==> src/rtl/bp_update_sched_if.sv <==
// Bundle between branch-resolution sources and the predictor-table write scheduler.
// Master drives the source updates and flush/clear controls. Slave drives the table write port.
interface bp_update_sched_if #(
  parameter int N_SRC    = 2,
  parameter int DEPTH    = 8,
  parameter int IDX_BITS = 6,
  parameter int XLEN     = 32
);
  localparam int CW = $clog2(DEPTH + 1);

  logic [N_SRC-1:0]           src_valid;
  logic [N_SRC-1:0][XLEN-1:0] src_pc;
  logic [N_SRC-1:0][XLEN-1:0] src_target;
  logic [N_SRC-1:0]           src_taken;
  logic                       src_ready;
  logic                       flush;
  logic                       clr_req;
  logic                       upd_en;
  logic [XLEN-1:0]            upd_pc;
  logic [XLEN-1:0]            upd_target;
  logic                       upd_taken;
  logic                       clr_en;
  logic [IDX_BITS-1:0]        clr_idx;
  logic                       clr_busy;
  logic [CW-1:0]              occupancy;

  modport master (
    output src_valid, src_pc, src_target, src_taken, flush, clr_req,
    input  src_ready, upd_en, upd_pc, upd_target, upd_taken,
    input  clr_en, clr_idx, clr_busy, occupancy
  );

  modport slave (
    input  src_valid, src_pc, src_target, src_taken, flush, clr_req,
    output src_ready, upd_en, upd_pc, upd_target, upd_taken,
    output clr_en, clr_idx, clr_busy, occupancy
  );
endinterface

==> src/rtl/bp_update_sched.sv <==
// Orders resolved-branch updates into the single predictor write port.
// Drains one update per cycle and sequences full-table clear sweeps.
module bp_update_sched #(
  parameter int N_SRC    = 2,
  parameter int DEPTH    = 8,
  parameter int IDX_BITS = 6,
  parameter int XLEN     = 32
) (
  input  logic              i_clk,
  input  logic              i_rst,
  bp_update_sched_if.slave  bus
);
  localparam int PW = $clog2(DEPTH);
  localparam int CW = $clog2(DEPTH + 1);
  localparam logic [0:0] S_RUN   = 1'b0;
  localparam logic [0:0] S_CLEAR = 1'b1;

  typedef struct packed {
    logic [XLEN-1:0] pc;
    logic [XLEN-1:0] tgt;
    logic            tk;
  } ent_t;

  ent_t                r_mem [DEPTH];
  logic [PW-1:0]       r_head, r_tail;
  logic [CW-1:0]       r_cnt;
  logic [0:0]          r_state;
  logic [IDX_BITS-1:0] r_idx;
  logic                r_upd_en;
  ent_t                r_upd;

  logic                   w_ready, w_enq_ok, w_pop;
  logic [CW-1:0]          w_n_enq;
  logic [N_SRC-1:0][PW-1:0] w_slot;

  assign w_ready  = (r_cnt <= CW'(DEPTH - N_SRC));
  assign w_enq_ok = w_ready && !bus.flush;
  // A pop on the clr_req cycle would land upd_en in the first sweep cycle.
  assign w_pop    = (r_state == S_RUN) && !bus.clr_req && !bus.flush && (r_cnt != '0);

  // Compact valid sources onto consecutive tail slots, lowest index oldest.
  always_comb begin
    w_n_enq = '0;
    for (int s = 0; s < N_SRC; s++) begin
      w_slot[s] = r_tail + w_n_enq[PW-1:0];
      if (bus.src_valid[s]) w_n_enq = w_n_enq + CW'(1);
    end
    if (!w_enq_ok) w_n_enq = '0;
  end

  always_ff @(posedge i_clk) begin
    for (int s = 0; s < N_SRC; s++)
      if (w_enq_ok && bus.src_valid[s])
        r_mem[w_slot[s]] <= '{pc: bus.src_pc[s], tgt: bus.src_target[s], tk: bus.src_taken[s]};
  end

  always_ff @(posedge i_clk or posedge i_rst) begin
    if (i_rst) begin
      r_head <= '0;
      r_tail <= '0;
      r_cnt  <= '0;
    end else if (bus.flush) begin
      r_head <= '0;
      r_tail <= '0;
      r_cnt  <= '0;
    end else begin
      r_head <= r_head + PW'(w_pop);
      r_tail <= r_tail + w_n_enq[PW-1:0];
      r_cnt  <= r_cnt + w_n_enq - CW'(w_pop);
    end
  end

  always_ff @(posedge i_clk or posedge i_rst) begin
    if (i_rst) begin
      r_upd_en <= 1'b0;
      r_upd    <= '0;
    end else begin
      r_upd_en <= w_pop;
      if (w_pop) r_upd <= r_mem[r_head];
    end
  end

  always_ff @(posedge i_clk or posedge i_rst) begin
    if (i_rst) begin
      r_state <= S_RUN;
      r_idx   <= '0;
    end else if (r_state == S_CLEAR) begin
      r_idx <= r_idx + IDX_BITS'(1);
      if (&r_idx) r_state <= S_RUN;
    end else if (bus.clr_req) begin
      r_state <= S_CLEAR;
      r_idx   <= '0;
    end
  end

  assign bus.src_ready  = w_ready;
  assign bus.occupancy  = r_cnt;
  assign bus.upd_en     = r_upd_en;
  assign bus.upd_pc     = r_upd.pc;
  assign bus.upd_target = r_upd.tgt;
  assign bus.upd_taken  = r_upd.tk;
  assign bus.clr_en     = (r_state == S_CLEAR);
  assign bus.clr_busy   = (r_state == S_CLEAR);
  assign bus.clr_idx    = r_idx;
endmodule

==> src/flat_wrapper.sv <==
// flat-port wrapper written by rule: the top's interface ports become plain ports
module bp_update_sched_flat 
#(
  parameter int N_SRC    = 2,
  parameter int DEPTH    = 8,
  parameter int IDX_BITS = 6,
  parameter int XLEN     = 32
)
  (i_clk, i_rst, bus_src_valid, bus_src_pc, bus_src_target, bus_src_taken, bus_flush, bus_clr_req, bus_src_ready, bus_upd_en, bus_upd_pc, bus_upd_target, bus_upd_taken, bus_clr_en, bus_clr_idx, bus_clr_busy, bus_occupancy);
  bp_update_sched_if #(.N_SRC(N_SRC), .DEPTH(DEPTH), .IDX_BITS(IDX_BITS), .XLEN(XLEN)) bus_i ();
  input  logic i_clk;
  input  logic i_rst;
  input wire logic [$bits(bus_i.src_valid)-1:0] bus_src_valid;
  input wire logic [$bits(bus_i.src_pc)-1:0] bus_src_pc;
  input wire logic [$bits(bus_i.src_target)-1:0] bus_src_target;
  input wire logic [$bits(bus_i.src_taken)-1:0] bus_src_taken;
  input wire logic [$bits(bus_i.flush)-1:0] bus_flush;
  input wire logic [$bits(bus_i.clr_req)-1:0] bus_clr_req;
  output wire logic [$bits(bus_i.src_ready)-1:0] bus_src_ready;
  output wire logic [$bits(bus_i.upd_en)-1:0] bus_upd_en;
  output wire logic [$bits(bus_i.upd_pc)-1:0] bus_upd_pc;
  output wire logic [$bits(bus_i.upd_target)-1:0] bus_upd_target;
  output wire logic [$bits(bus_i.upd_taken)-1:0] bus_upd_taken;
  output wire logic [$bits(bus_i.clr_en)-1:0] bus_clr_en;
  output wire logic [$bits(bus_i.clr_idx)-1:0] bus_clr_idx;
  output wire logic [$bits(bus_i.clr_busy)-1:0] bus_clr_busy;
  output wire logic [$bits(bus_i.occupancy)-1:0] bus_occupancy;
  assign bus_i.src_valid = bus_src_valid;
  assign bus_i.src_pc = bus_src_pc;
  assign bus_i.src_target = bus_src_target;
  assign bus_i.src_taken = bus_src_taken;
  assign bus_i.flush = bus_flush;
  assign bus_i.clr_req = bus_clr_req;
  assign bus_src_ready = bus_i.src_ready;
  assign bus_upd_en = bus_i.upd_en;
  assign bus_upd_pc = bus_i.upd_pc;
  assign bus_upd_target = bus_i.upd_target;
  assign bus_upd_taken = bus_i.upd_taken;
  assign bus_clr_en = bus_i.clr_en;
  assign bus_clr_idx = bus_i.clr_idx;
  assign bus_clr_busy = bus_i.clr_busy;
  assign bus_occupancy = bus_i.occupancy;
  bp_update_sched #(.N_SRC(N_SRC), .DEPTH(DEPTH), .IDX_BITS(IDX_BITS), .XLEN(XLEN)) u_core (.i_clk(i_clk), .i_rst(i_rst), .bus(bus_i));
endmodule
==> config.mk <==
export PLATFORM = sky130hd
export DESIGN_NAME = bp_update_sched_flat
export DESIGN_NICKNAME = d
export VERILOG_FILES = /design/src/rtl/bp_update_sched_if.sv /design/src/rtl/bp_update_sched.sv /design/src/flat_wrapper.sv
export SDC_FILE = /design/constraint.sdc
export NUM_CORES = 1
export LEC_CHECK = 0
export CELL_PAD_IN_SITES_DETAIL_PLACEMENT = 0
export CELL_PAD_IN_SITES_GLOBAL_PLACEMENT = 1
export CORE_UTILIZATION = 50
export CTS_CLUSTER_SIZE = 40
export DETAILED_ROUTE_END_ITERATION = 10
export HOLD_SLACK_MARGIN = 0.03
export PLACE_DENSITY = 0.91
export REMOVE_ABC_BUFFERS = 1
export SETUP_SLACK_MARGIN = 0.2
export SYNTH_ARGS = -nofsm -noshare
export SYNTH_HDL_FRONTEND = slang
export SYNTH_SLANG_ARGS = --single-unit
export TNS_END_PERCENT = 5
==> constraint.sdc <==
create_clock -name i_clk -period 12.3 [get_ports i_clk]
set_input_delay 1.23 -clock i_clk [delete_from_list [all_inputs] [get_ports i_clk]]
set_output_delay 1.23 -clock i_clk [all_outputs]
set_load 0.03 [all_outputs]
==> flow_summary.yaml <==
clocking:
  cts.reportedPaths.clkPinSlew_ns: 0.06
  cts_max_path_buffers: 3
  cts_root_buf: "sky130_fd_sc_hd__clkbuf_16"
  worstSkewPairLatency_ns: 0.62
  tritoncts_num_sinks: 603
  post_cts.resized_instances: 0
  cts_tree: "done"
  cts_htree_levels: 2
  post_cts_hold_buffer_count: 0
  numCtsBuffers: 60
  post_cts_buffers: 0
critical_path:
  timing.critical_path.arrival_ns: 5.06
  timing_worst_setup_path_type: "in2reg"
  worst_setup_path_start_kind: "primary input"
  endpoint_kind: "flop"
  worst-path-max-fanout: 43
  cp.required_ns: 12.55
placed_design:
  dp_hpwl_mm: 39.2
  dp_worst_setup_slack_ns: 6.92
  place_congestion: 0.812
  io_buffer_count: 214
  numPlacedInstances: 2831
yosys:
  yosys_register_bits: 603
  synth_top_area_cells: "sky130_fd_sc_hd__edfxtp_1 53%, sky130_fd_sc_hd__mux2_2 20%, sky130_fd_sc_hd__mux2i_1 8.8%"
  avgSynthCellArea_sq_um: 15.1
  post_synth_inst_count: 1959
  seq_area_frac_synth: 0.600
  syn_area_sq_um: 29500
  synth.top_cell.area_share: 0.529
  ys.warnings.count: 0
  yosys.area.top_type: "sky130_fd_sc_hd__edfxtp_1"
  yosys.cell_types.count: 35
timing:
  setup_viol: 0
  postLayoutSetupSlackWorst_ns: 7.49
  fin_skew_ns: 0.0141
  timing_hold_violations_final: 0
  timing.final.max_slew_violations: 0
  grt_setup_unrepaired: "false"
  timing_worst_slew_pin_value_ns: 1.17
  fin_setup_tns_ns: 0
  period_minus_slack_ns: 4.81
  timing_limited_maximum_frequency_mhz: 208
  final.period_utilization: 0.391
  slew-limit-headroom: 0.217
finish:
  fin_cells: 2952
  final_net_count: 2280
  fill_cells: 4363
  layout.area.seq_sq_um: 17700
  multi_input_comb_area_sq_um: 11200
  fraction_of_final_layout_cells_sized_beyond_drive_strength_1: 0.307
  area_delta_synth_final_pct: 16.4
drt:
  routedWlPerCell_um: 25.3
  route.vias.total: 17627
  via_per_inst: 5.97
  detail-route-antenna-nets: 0
  drt_first_iter_violations: 1368
  drc: 0
  dr.pass1.iters: 6
  wirelength_mm: 74.7
global_routing:
  globalRouteOverflowTotal: 0
  first_global_vias: 18051
  grt_first_pass_wirelength_mm: 111
  grt_max_degree: 141
  antenna_found_initial: 21
  grtUsageTotal: 0.247
min_path:
  holdCritPathClass: "reg2reg"
power:
  sw_frac_of_total: 0.265
  clock_power_share: 0.357
  p_per_area_nw_per_um2: 160
  max-vdd-ir-drop_mv: 0.132
  internal_power_uw: 4050
  seq_power_share: 0.461
  switchingPower_uw: 1460
  leakage_power_of_the_design_uw: 0.0117
  pwr-share-comb: 0.182
floorplanning:
  initial_core_util: 0.508
  ioPinCount: 215
  rows: 88
  floorplan_die_area_sq_um: 60000
  fp.coreArea_sq_um: 58000
  die_width_um: 245
  fp.dieH_um: 245
outcome:
  run_status: "complete, no violations"
run:
  timing.max_cap.violations: 0
[worst max-delay path, stage by stage]
cell and delay [ns]:
sky130_fd_sc_hd__clkdlybuf4s50_1 0.58, sky130_fd_sc_hd__ha_1 0.30, sky130_fd_sc_hd__ha_1 0.33, sky130_fd_sc_hd__nor3b_1 0.76
sky130_fd_sc_hd__a22oi_1 0.29, sky130_fd_sc_hd__nor2_4 0.73, sky130_fd_sc_hd__buf_4 0.77
[kinds of logic after synthesis]
group,share of synthesized area
buffers and inverters,0.0278
muxes,0.287
AOI/OAI and AO/OA,0.0383
DFF,0.600
and+or+nand+nor,0.0376
xor gates and xnor gates,0.00208
adders and majority gates,0.00730
[power by group through the flow]
stage | logic, uW | registers [uW] | clock network (uW)
floorplan | 379 | 2780 | 0
global route | 1070 | 2560 | 2070
detailed placement | 1000 | 2580 | 0
finish | 1000 | 2540 | 1970
CTS | 1010 | 2540 | 1990
global placement | 982 | 2570 | 0
[final timing paths]
path                                            from                   endpoint  slack, ns  cells after the start
setup / recovery                    bus_src_valid[0]        u_core.r_mem[0][59]       7.49                      7
max in group asynchronous                      i_rst           u_core.r_head[0]       9.95                      3
setup reg to reg                    u_core.r_tail[0]        u_core.r_mem[0][59]       8.27                      6
min in group asynchronous                      i_rst   u_core.bus.upd_target[2]       0.92                      2
hold / removal             u_core.bus.upd_target[31]  u_core.bus.upd_target[31]       0.48                      2
hold reg to reg            u_core.bus.upd_target[31]  u_core.bus.upd_target[31]       0.48                      2
[synthesized netlist by cell type (all sizes together)]
master  instances
buf            87
a211oi          1
a32oi           2
edfxtp        520
nand3b          1
and2            2
inv            12
o21ai           5
nor2           23
nor2b          11
a31oi           3
a22oi         132
xor2            2
nand3          72
o211ai          1
nand2         141
nor3b           1
dfrtp          83
and3            1
nand2b          4
a41oi           1
mux2i         260
o31ai           1
nand4           1
xnor2           5
ha             14
fa              2
mux2          521
clkbuf         45
a2111o          1
a21oi           3
a21o            1
[metal layers]
metal | up-vias | track usage | part of all wire
li1 | 7924 | - | -
met1 | 8994 | 0.333 | 0.43
met2 | 544 | 0.404 | 0.48
met3 | 137 | 0.0511 | 0.067
met4 | 28 | 0.0678 | 0.022
met5 | - | 0 | 0.0024
[state kept, by name (all words and copies together) (netlist names)]
register and count:
u_core.bus.occupancy 4, u_core.r_head 3, u_core.bus.upd_taken 1, u_core.r_tail 3, u_core.bus.upd_pc 32, u_core.bus.clr_idx 6
u_core.bus.upd_target 32, u_core.bus.upd_en 1, u_core.r_mem 520, u_core.bus.clr_busy 1
[cells in the final DEF (no fill, tap or decap), types with 10 or more instances in the layout]
master | Yosys | final
sky130_fd_sc_hd__a22oi_1 | 132 | 132
sky130_fd_sc_hd__clkbuf_8 | 0 | 11
sky130_fd_sc_hd__nand2_1 | 141 | 137
sky130_fd_sc_hd__clkdlybuf4s50_1 | 0 | 214
sky130_fd_sc_hd__nand3_1 | 72 | 68
sky130_fd_sc_hd__buf_4 | 21 | 24
sky130_fd_sc_hd__dfrtp_1 | 83 | 82
sky130_fd_sc_hd__mux2i_1 | 260 | 260
sky130_fd_sc_hd__clkbuf_16 | 0 | 61
sky130_fd_sc_hd__edfxtp_1 | 520 | 520
sky130_fd_sc_hd__bufinv_16 | 0 | 10
sky130_fd_sc_hd__nor2_1 | 23 | 14
sky130_fd_sc_hd__clkbuf_1 | 45 | 11
sky130_fd_sc_hd__inv_1 | 12 | 10
sky130_fd_sc_hd__mux2_2 | 521 | 521
sky130_fd_sc_hd__ha_1 | 14 | 14
sky130_fd_sc_hd__clkinv_2 | 0 | 12
[through the flow]
step	hold WS (ns)	power (uW)	utilization	area [sq um]
after floorplan	0.556	3160	-	28700
after global placement	0.458	3550	0.555	32200
after detailed placement	0.464	3580	0.555	32200
after CTS	0.479	5540	0.591	34300
after global routing	0.497	5700	0.592	34300
final	0.475	5510	0.592	34300
[layout make-up]
cell class	instances	area share
Antenna cell	9	0.000656
Sequential cell	603	0.515
Clock inverter	29	0.0118
Multi-Input combinational cell	1212	0.325
Clock buffer	83	0.0501
Inverter	12	0.00142
Tap cell	765	0.0279
Timing Repair Buffer	239	0.0682
(Power assumes the default switching activity.)
